## src/rtl/gdo_pkg.sv

```systemverilog
// ============================================================================
//  Module  : gdo (package)
//  Brief   : Fixed-point helpers and FSM state type for the weight updater.
//  Revision: 1.0 - initial release
// ============================================================================
`default_nettype none

package gdo;

    localparam int unsigned FRAC_BITS = 8;
    localparam int          GDO_MAX_W = 32;

    typedef enum logic [1:0] {
        ST_IDLE   = 2'd0,
        ST_SCALE  = 2'd1,
        ST_UPDATE = 2'd2,
        ST_DONE   = 2'd3
    } gdo_state_t;

    // Operands arrive sign-extended to GDO_MAX_W. The caller keeps the low
    // word of the result, which equals product bits [frac+W-1 : frac].
    function automatic logic signed [GDO_MAX_W-1:0] gdo_mult(
        input logic signed [GDO_MAX_W-1:0] a,
        input logic signed [GDO_MAX_W-1:0] b,
        input int unsigned                 frac = FRAC_BITS
    );
        logic signed [2*GDO_MAX_W-1:0] p;
        p = (2*GDO_MAX_W)'(a) * (2*GDO_MAX_W)'(b);
        return GDO_MAX_W'(p >>> frac);
    endfunction

    function automatic logic signed [GDO_MAX_W-1:0] gdo_sub(
        input logic signed [GDO_MAX_W-1:0] a,
        input logic signed [GDO_MAX_W-1:0] b
    );
        return a - b;
    endfunction

endpackage

`default_nettype wire

```

## src/rtl/weight_update.sv

```systemverilog
// ============================================================================
//  Module  : weight_update
//  Brief   : Sequential gradient-descent weight update, w -= (lr*diff)*act,
//            one shared fixed-point multiplier.
//  Revision: 1.0 - initial release
// ============================================================================
`default_nettype none

module weight_update
    import gdo::*;
#(
    parameter int                   size          = 3,
    parameter int                   input_size    = 2,
    parameter int                   data_size     = 16,
    parameter logic [data_size-1:0] learning_rate = 16'h0020
) (
    input  logic                                  clk,
    input  logic                                  reset,
    input  logic                                  start_valid,
    output logic                                  start_ready,
    input  logic [size*data_size-1:0]             diff,
    input  logic [input_size*data_size-1:0]       activation,
    input  logic                                  load_en,
    input  logic [size*input_size*data_size-1:0]  load_weights,
    output logic [size*input_size*data_size-1:0]  weights,
    output logic                                  busy,
    output logic                                  done
);

    localparam int          c_cells  = size * input_size;
    localparam int          c_iw     = (size > 1) ? $clog2(size) : 1;
    localparam int          c_jw     = (input_size > 1) ? $clog2(input_size) : 1;
    localparam int unsigned c_frac   = data_size / 2;
    localparam logic [c_iw-1:0] c_i_last = c_iw'(size - 1);
    localparam logic [c_jw-1:0] c_j_last = c_jw'(input_size - 1);

    typedef logic signed [data_size-1:0] word_t;

    gdo_state_t      r_state;
    gdo_state_t      w_state_next;
    word_t           r_w     [size][input_size];
    word_t           r_sdiff [size];
    word_t           r_diff  [size];
    word_t           r_act   [input_size];
    logic [c_iw-1:0] r_i;
    logic [c_jw-1:0] r_j;

    word_t w_diff_in [size];
    word_t w_act_in  [input_size];
    word_t w_load_in [size][input_size];
    word_t w_mul_a;
    word_t w_mul_b;
    word_t w_prod;
    word_t w_wnew;
    logic  w_accept;
    logic  w_i_last;
    logic  w_j_last;

    // Element k of a flat vector sits most-significant-first.
    for (genvar k = 0; k < size; k++) begin : g_diff
        assign w_diff_in[k] = diff[(size-k)*data_size-1 -: data_size];
    end

    for (genvar k = 0; k < input_size; k++) begin : g_act
        assign w_act_in[k] = activation[(input_size-k)*data_size-1 -: data_size];
    end

    for (genvar i = 0; i < size; i++) begin : g_load_row
        for (genvar j = 0; j < input_size; j++) begin : g_load_col
            assign w_load_in[i][j] =
                load_weights[(c_cells-(i*input_size+j))*data_size-1 -: data_size];
        end
    end

    always_comb begin
        weights = '0;
        for (int i = 0; i < size; i++) begin
            for (int j = 0; j < input_size; j++) begin
                weights[(c_cells-(i*input_size+j))*data_size-1 -: data_size] = r_w[i][j];
            end
        end
    end

    assign w_accept = start_valid && start_ready;
    assign w_i_last = (r_i == c_i_last);
    assign w_j_last = (r_j == c_j_last);

    // The single multiplier scales diff in SCALE and forms the step in UPDATE.
    always_comb begin
        w_mul_a = learning_rate;
        w_mul_b = r_diff[r_i];
        if (r_state == ST_UPDATE) begin
            w_mul_a = r_sdiff[r_i];
            w_mul_b = r_act[r_j];
        end
    end

    assign w_prod = word_t'(gdo_mult(GDO_MAX_W'(w_mul_a), GDO_MAX_W'(w_mul_b), c_frac));
    assign w_wnew = word_t'(gdo_sub(GDO_MAX_W'(r_w[r_i][r_j]), GDO_MAX_W'(w_prod)));

    always_ff @(posedge clk) begin
        if (reset) begin
            r_state <= ST_IDLE;
        end else begin
            r_state <= w_state_next;
        end
    end

    always_comb begin
        w_state_next = r_state;
        case (r_state)
            ST_IDLE:   if (w_accept)              w_state_next = ST_SCALE;
            ST_SCALE:  if (w_i_last)              w_state_next = ST_UPDATE;
            ST_UPDATE: if (w_i_last && w_j_last)  w_state_next = ST_DONE;
            ST_DONE:                              w_state_next = ST_IDLE;
            default:                              w_state_next = ST_IDLE;
        endcase
    end

    always_comb begin
        start_ready = 1'b0;
        busy        = 1'b0;
        done        = 1'b0;
        case (r_state)
            ST_IDLE:   start_ready = 1'b1;
            ST_SCALE:  busy        = 1'b1;
            ST_UPDATE: busy        = 1'b1;
            ST_DONE: begin
                busy = 1'b1;
                done = 1'b1;
            end
            default:   start_ready = 1'b0;
        endcase
    end

    always_ff @(posedge clk) begin
        if (reset) begin
            for (int i = 0; i < size; i++) begin
                r_sdiff[i] <= '0;
                r_diff[i]  <= '0;
                for (int j = 0; j < input_size; j++) begin
                    r_w[i][j] <= '0;
                end
            end
            for (int j = 0; j < input_size; j++) begin
                r_act[j] <= '0;
            end
            r_i <= '0;
            r_j <= '0;
        end else begin
            case (r_state)
                ST_IDLE: begin
                    if (load_en) begin
                        r_w <= w_load_in;
                    end
                    if (w_accept) begin
                        r_diff <= w_diff_in;
                        r_act  <= w_act_in;
                        r_i    <= '0;
                        r_j    <= '0;
                    end
                end
                ST_SCALE: begin
                    r_sdiff[r_i] <= w_prod;
                    r_i          <= w_i_last ? '0 : r_i + 1'b1;
                end
                ST_UPDATE: begin
                    r_w[r_i][r_j] <= w_wnew;
                    if (w_j_last) begin
                        r_j <= '0;
                        r_i <= w_i_last ? '0 : r_i + 1'b1;
                    end else begin
                        r_j <= r_j + 1'b1;
                    end
                end
                default: begin
                    r_i <= '0;
                    r_j <= '0;
                end
            endcase
        end
    end

endmodule

`default_nettype wire

```

## config.mk

```make
export PLATFORM = sky130hd
export DESIGN_NAME = weight_update
export DESIGN_NICKNAME = d
export VERILOG_FILES = /design/src/rtl/gdo_pkg.sv /design/src/rtl/weight_update.sv
export SDC_FILE = /design/constraint.sdc
export NUM_CORES = 1
export LEC_CHECK = 0
export CORE_MARGIN = 2
export CORE_UTILIZATION = 60
export DETAILED_ROUTE_END_ITERATION = 10
export GPL_ROUTABILITY_DRIVEN = 0
export PLACE_DENSITY = 0.87
export SYNTH_ARGS = -nofsm -noshare
export SYNTH_HDL_FRONTEND = slang
export SYNTH_SLANG_ARGS = --single-unit
export TNS_END_PERCENT = 10
```

## constraint.sdc

```tcl
create_clock -name clk -period 14.1 [get_ports clk]
set_input_delay 1.41 -clock clk [delete_from_list [all_inputs] [get_ports clk]]
set_output_delay 1.41 -clock clk [all_outputs]
set_load 0.1 [all_outputs]
```

### Word level (Yosys, flattened, before mapping)

Memory sizes are Yosys's and may differ from the RTL's. A register that Yosys moved wholly into a read port is not among the register bits.
Index checks and enable logic that the tools add are counted.

| storage, ports and cells | value |
|---|---|
| flip-flop bits (word level) | 181 |
| memory bits (writable) | 48 |
| input bits | 180 |
| output and inout bits | 99 |
| word-level logic and storage cells | 93 |
| memories | 1 |

| operators by class | value |
|---|---|
| add/subtract/negate cells | 3 |
| multipliers | 1 |
| order comparisons | 4 |
| equal/unequal tests | 9 |
| muxes and demuxes | 45 |
| bitwise gates (word level) | 3 |
| reduce and logical (&&, ||, !) cells | 13 |

Memory list:

| memory | depth | width | read ports | clocked after Yosys merged registers in | wr ports | RTL line | text |
|---|---|---|---|---|---|---|---|
| r_sdiff | 3 | 16 | 1 | 1 | 3 | weight_update.sv:42 | `word_t r_sdiff [size];` |

Operators with widths:

| kind | number |
|---|---|
| 16-bit 2-to-1 mux | 12 |
| 96-bit case mux with 2 select lines | 1 |
| 96-bit bitwise mux | 1 |
| 32-bit 2-to-1 mux | 3 |
| 96-bit 2-to-1 mux | 1 |
| 32-bit binary-select mux with 2-bit select | 1 |
| 32-bit demux with 2-bit select | 1 |
| 16-bit binary-select mux with 2-bit select | 1 |
| 16-bit by 16-bit multiplier with 24-bit output | 1 |
| 2-bit 2-to-1 mux | 9 |
| 16-bit demux with 1-bit select | 1 |
| 16-bit OR reduction | 1 |
| 16-bit subtractor | 1 |
| 1-bit 2-to-1 mux | 11 |
| 2-bit != test, second input constant | 4 |
| 2-bit case mux with 4 select lines | 1 |
| 2-bit AND reduction | 4 |
| 2-bit equality test, second input constant | 3 |
| 2-bit case mux with 3 select lines | 1 |
| 1-bit logical AND | 4 |
| 3-bit greater-or-equal comparator, second input constant | 1 |
| 3-bit by 1-bit less-than comparator with 1-bit output, second input constant | 1 |
| 2-bit NOT with 3-bit output | 1 |
| 1-bit case mux with 3 select lines | 1 |
| 12 further kinds | 12 |

### Logic depth before layout (Yosys ltp)

| logic depth | value |
|---|---|
| word-level depth | 10 |
| gate-level depth with buffers | 40 |
| gate-level depth less buffers | 35 |

### Worst setup path after synthesis

Ideal clock, no wire load.

| timing path | value |
|---|---|
| kind | register to register |
| start | register r_state[0] |
| end | register r_w, in the netlist weights[47] |
| library setup time | 0.062 ns |
| data arrival time | 9.441 ns |
| required time | 14.038 ns |
| slack | 4.596 ns |
| stages on the path, launching flop included | 40 |
| path buffers | 6 |
| period minus slack after synthesis | 9.504 ns |
| cell sequence | dfxtp_1 inv_1 ha_1 buf_1 clkbuf_1 buf_1 nor2_1 a21oi_1 clkbuf_1 nand2_1 fa_1 inv_1 fa_1 inv_1 fa_1 inv_1 fa_1 fa_1 [... 4 more ...] a2111o_1 or4_1 a211o_1 a21oi_2 o21ai_2 a41oi_4 nand2b_1 a21oi_2 xor2_2 ha_1 clkbuf_1 and2_1 o21ai_0 o31ai_1 a211o_1 clkbuf_1 or3_1 nand3_1 |

| between the ends | value |
|---|---|
| word-level cells in the longest chain between the ends | 6 |
| elaborated cells between the ends (all ways) | 11 |
| those cells by class | add/sub (1); mul (1); eq/ne (2); mux (4); reduce/logical (3) |

Ends and longest elaborated chain:

| element | RTL line | text |
|---|---|---|
| start: declaration | weight_update.sv:39 | `gdo_state_t r_state;` |
| start signal: assignment | weight_update.sv:105 | `r_state <= w_state_next;` |
| 2-bit equality test | weight_update.sv:92, weight_update.sv:151 |  |
| 16-bit 2-to-1 mux | weight_update.sv:92 | `if (r_state == ST_UPDATE) begin` |
| 16-bit by 16-bit multiplier with 24-bit output | gdo_pkg.sv:28 | `p = (2*GDO_MAX_W)'(a) * (2*GDO_MAX_W)'(b);` |
| 16-bit subtractor | gdo_pkg.sv:36 | `return a - b;` |
| 96-bit bitwise mux | weight_update.sv:168 | `r_w[r_i][r_j] <= w_wnew;` |
| 96-bit case mux with 2 select lines | weight_update.sv:151 | `case (r_state)` |
| end signal: assignment | weight_update.sv:154 | `r_w <= w_load_in;` |
| end signal: indexed assignment | weight_update.sv:168 |  |
| end: declaration | weight_update.sv:41 | `word_t r_w [size][input_size];` |

Parallel ways exist; a longest one is shown, timed or not.
A chain may end at the register's enable or synchronous reset.

### Final worst setup path

| timing path | value |
|---|---|
| start | register r_i[1] |
| end | register r_w, in the netlist weights[60] |

| between the ends | value |
|---|---|
| word-level cells in the longest chain between the ends | 10 |
| elaborated cells between the ends (all ways) | 20 |
| those cells by class | add/sub (1); mul (1); order compare (2); mux (14); bitwise (1); reduce/logical (1) |

Ends and longest elaborated chain:

| element | RTL line | text |
|---|---|---|
| start: declaration | weight_update.sv:45 | `logic [c_iw-1:0] r_i;` |
| start signal: assignment | weight_update.sv:165 | `r_i <= w_i_last ? '0 : r_i + 1'b1;` |
| start signal: assignment | weight_update.sv:171 | `r_i <= w_i_last ? '0 : r_i + 1'b1;` |
| 2-bit NOT with 3-bit output (implied by the code) (*) | weight_update.sv:91, weight_update.sv:99, weight_update.sv:168 |  |
| parallel branches: the longest is 7 deep, another holds 16-bit by 16-bit multiplier with 24-bit output | n/a |  |
| 96-bit bitwise mux (*) | weight_update.sv:168 |  |
| 96-bit case mux with 2 select lines (*) | weight_update.sv:151 |  |

Every way passes the cells marked *. The select of a mux whose other input is x is not followed.

==> results_dict.tcl <==
set metrics [dict create \
    drt_wl_total_um 64300 \
    worst-r2r-setup-slack_ns 3.30 \
    grt_max_degree 103 \
    synth_xor_area_frac 0.0250 \
    core_mm2 0.0325 \
    rsz0062_at_grt "no" \
    cp_data_arrival_time_ns 11.27 \
    grt_first_pass_wirelength_um 100000 \
    postSynthAreaPerCell_um2 8.52 \
    drt_iter0_drc 1903 \
    synthesis.instances 2313 \
    cts_tree "done" \
    grt-ovfl-total 0 \
    initial_utilization 0.607 \
    synth_area_leaders "fa_1 19%, dfxtp_1 19%, edfxtp_1 9.8%, nor2_1 6.5%, nand2_1 6.4%" \
    clock-root-buffer "clkbuf_16" \
    fin_crit_sh 0.766 \
    dr.pass1.iters 6 \
    max_stage_delay_ns 1.02 \
    synthArstFlopShare 0 \
    insertion_delay_ns 0.56 \
    yosys_most_used_dff "dfxtp_1" \
    crit_top_cell "fa_1" \
    htreeDepth 1 \
    skew_ns 0.0135 \
    synth.distinct_cells 69 \
    routed_via_density 6.11 \
    slowest_stage "dfxtp_2" \
    drcViolationCount 0 \
    synth_common_cells "339 x nor2_1, 335 x nand2_1, 301 x inv_1" \
    die_h_um 185 \
    synth_top_area_share 0.190 \
    die_w_um 185 \
    syn_nets 2770 \
    numCtsBuffers 27 \
    cap_violations 0 \
    dieArea_mm2 0.0343 \
    hold_class "flop to flop" \
    fill_cells 2305 \
    synth_edf_count 64 \
    ys_ff_latch 247 \
    cts.sinks 247 \
    fin_util 0.730 \
    rr_worst_depth 30 \
    clkTransAtPathRegs_ns 0.06 \
    outcome "complete, no violations" \
    antenna_found_initial 0 \
    port_buffers 278 \
    synth_compound_area_frac 0.143 \
    holdBufCountCts 0 \
    holdPathStages 2 \
    synth_most_common_cell "nor2_1" \
    seq_area_frac_synth 0.284 \
    final_max_slew_viol_count 0 \
    rows 66 \
    synth-simple-area-share 0.166 \
    synth_fa_ha_area_frac 0.247 \
    pin_count 279 \
    postCtsSetupBuffers 0 \
    fin_nets 2971 \
    finalSetupTns_ns 0 \
    syn_area_mm2 0.0197 \
    endpoint_kind "flop" \
    yosysTopAreaCell "fa_1" \
    worst-path-max-fanout 51 \
    grtUsageTotal 0.382 \
    ant_nets 0 \
    finalCriticalPeriod_ns 10.80 \
    fmax_ghz 0.0926 \
    clockBufferDepth 3 \
    setup_viol 0 \
    wl_per_cell_um 21.6 \
    diodes 0 \
    ys_warn_count 0 \
    worst_slew_pin_slew_ns 1.21 \
    dp_hpwl_um 48600 \
    synth_mux_area_frac 0.0497 \
    syn_to_final_growth_pct 20.3 \
    fin_hold_ws_ns 0.457 \
    cts_resized 0 \
    required_ns 14.57 \
    critPathLaunchType "flop" \
    worstSetupPathType "flop to flop" \
    grt_pass1_vias 18900 \
    synth_top_family_by_area "adder cells" \
    drive_gt1_frac 0.0552 \
    final_hold_viol_count 0 \
    relSlewSlack 0.193 \
    vias 18200 \
]
==> worst max-delay path: cells and delay by family, from the launching register on <==
family / cells / cell delay (ns)
simple gates: 6 / 1.55
flops: 1 / 1.02
fa+ha+maj: 8 / 3.85
xor+xnor: 2 / 0.85
buf+inv: 4 / 0.51
compound gates: 10 / 2.93
==> flip-flops by register name, indices dropped and copies added, names as in the netlist, named ones only <==
signal	flops
weights	96
r_sdiff	64
r_act	32
r_diff	48
r_i	2
r_j	1
r_state	2
==> through the flow <==
stage	setup WS, ns	cell area [um^2]	cells
detailed placement	3.57	22800	2927
CTS	3.57	23700	2976
finish	3.30	23700	2976
global placement	4.02	22800	2927
floorplan	4.60	19700	2313
global route	2.96	23700	2976
==> cells in the final DEF, fill, tap and decap left out, types with 17 or more instances in the layout <==
cell type	netlist	final
and2_1	20	19
buf_4	2	31
a211oi_1	80	80
nand2_1	335	334
nor3_1	23	23
inv_1	301	300
clkbuf_16	0	28
o21ai_0	38	38
mux2i_1	60	60
edfxtp_1	64	64
nand3_1	17	17
xnor2_1	36	36
a21oi_1	144	138
nand2b_1	21	21
fa_1	187	187
a22oi_1	69	69
ha_1	90	88
dfxtp_1	183	180
nor2_1	339	339
clkdlybuf4s50_1	0	277
==> cell families (layout without fill, tap and decap cells) <==
logic type / after synthesis / count (layout)
mux: 82 / 82
flops: 247 / 247
buf+inv: 441 / 662
compound gates: 421 / 421
simple gates: 795 / 795
fa+ha+maj: 277 / 277
xor+xnor: 50 / 50
==> path summary, 6_finish.rpt <==
kind,endpoint,start
min,r_diff[16],r_diff[16]
min reg2reg,r_diff[16],r_diff[16]
max reg2reg,weights[60],r_i[1]
max,weights[60],r_i[1]
==> metal layers <==
metal  up-vias  part of all wire  global-route usage
li1       7978                 -                   -
met1      8640              0.34               0.424
met2      1235              0.46               0.638
met3       326              0.11               0.105
met4         0             0.084               0.267
met5         -                 0                   0
==> area by class of cell <==
class	instances	area, um^2	share of cell area
Clock buffer	39	806	0.0340
Clock inverter	10	129	0.00544
Inverter	304	1140	0.0482
Multi-Input combinational cell	1625	12500	0.526
Sequential cell	247	5590	0.236
Tap cell	442	553	0.0233
Timing Repair Buffer	309	3020	0.127
Power is left out: the tool's default activity adds up to more than one toggle a clock period on the data nets, which glitch-free logic cannot reach.
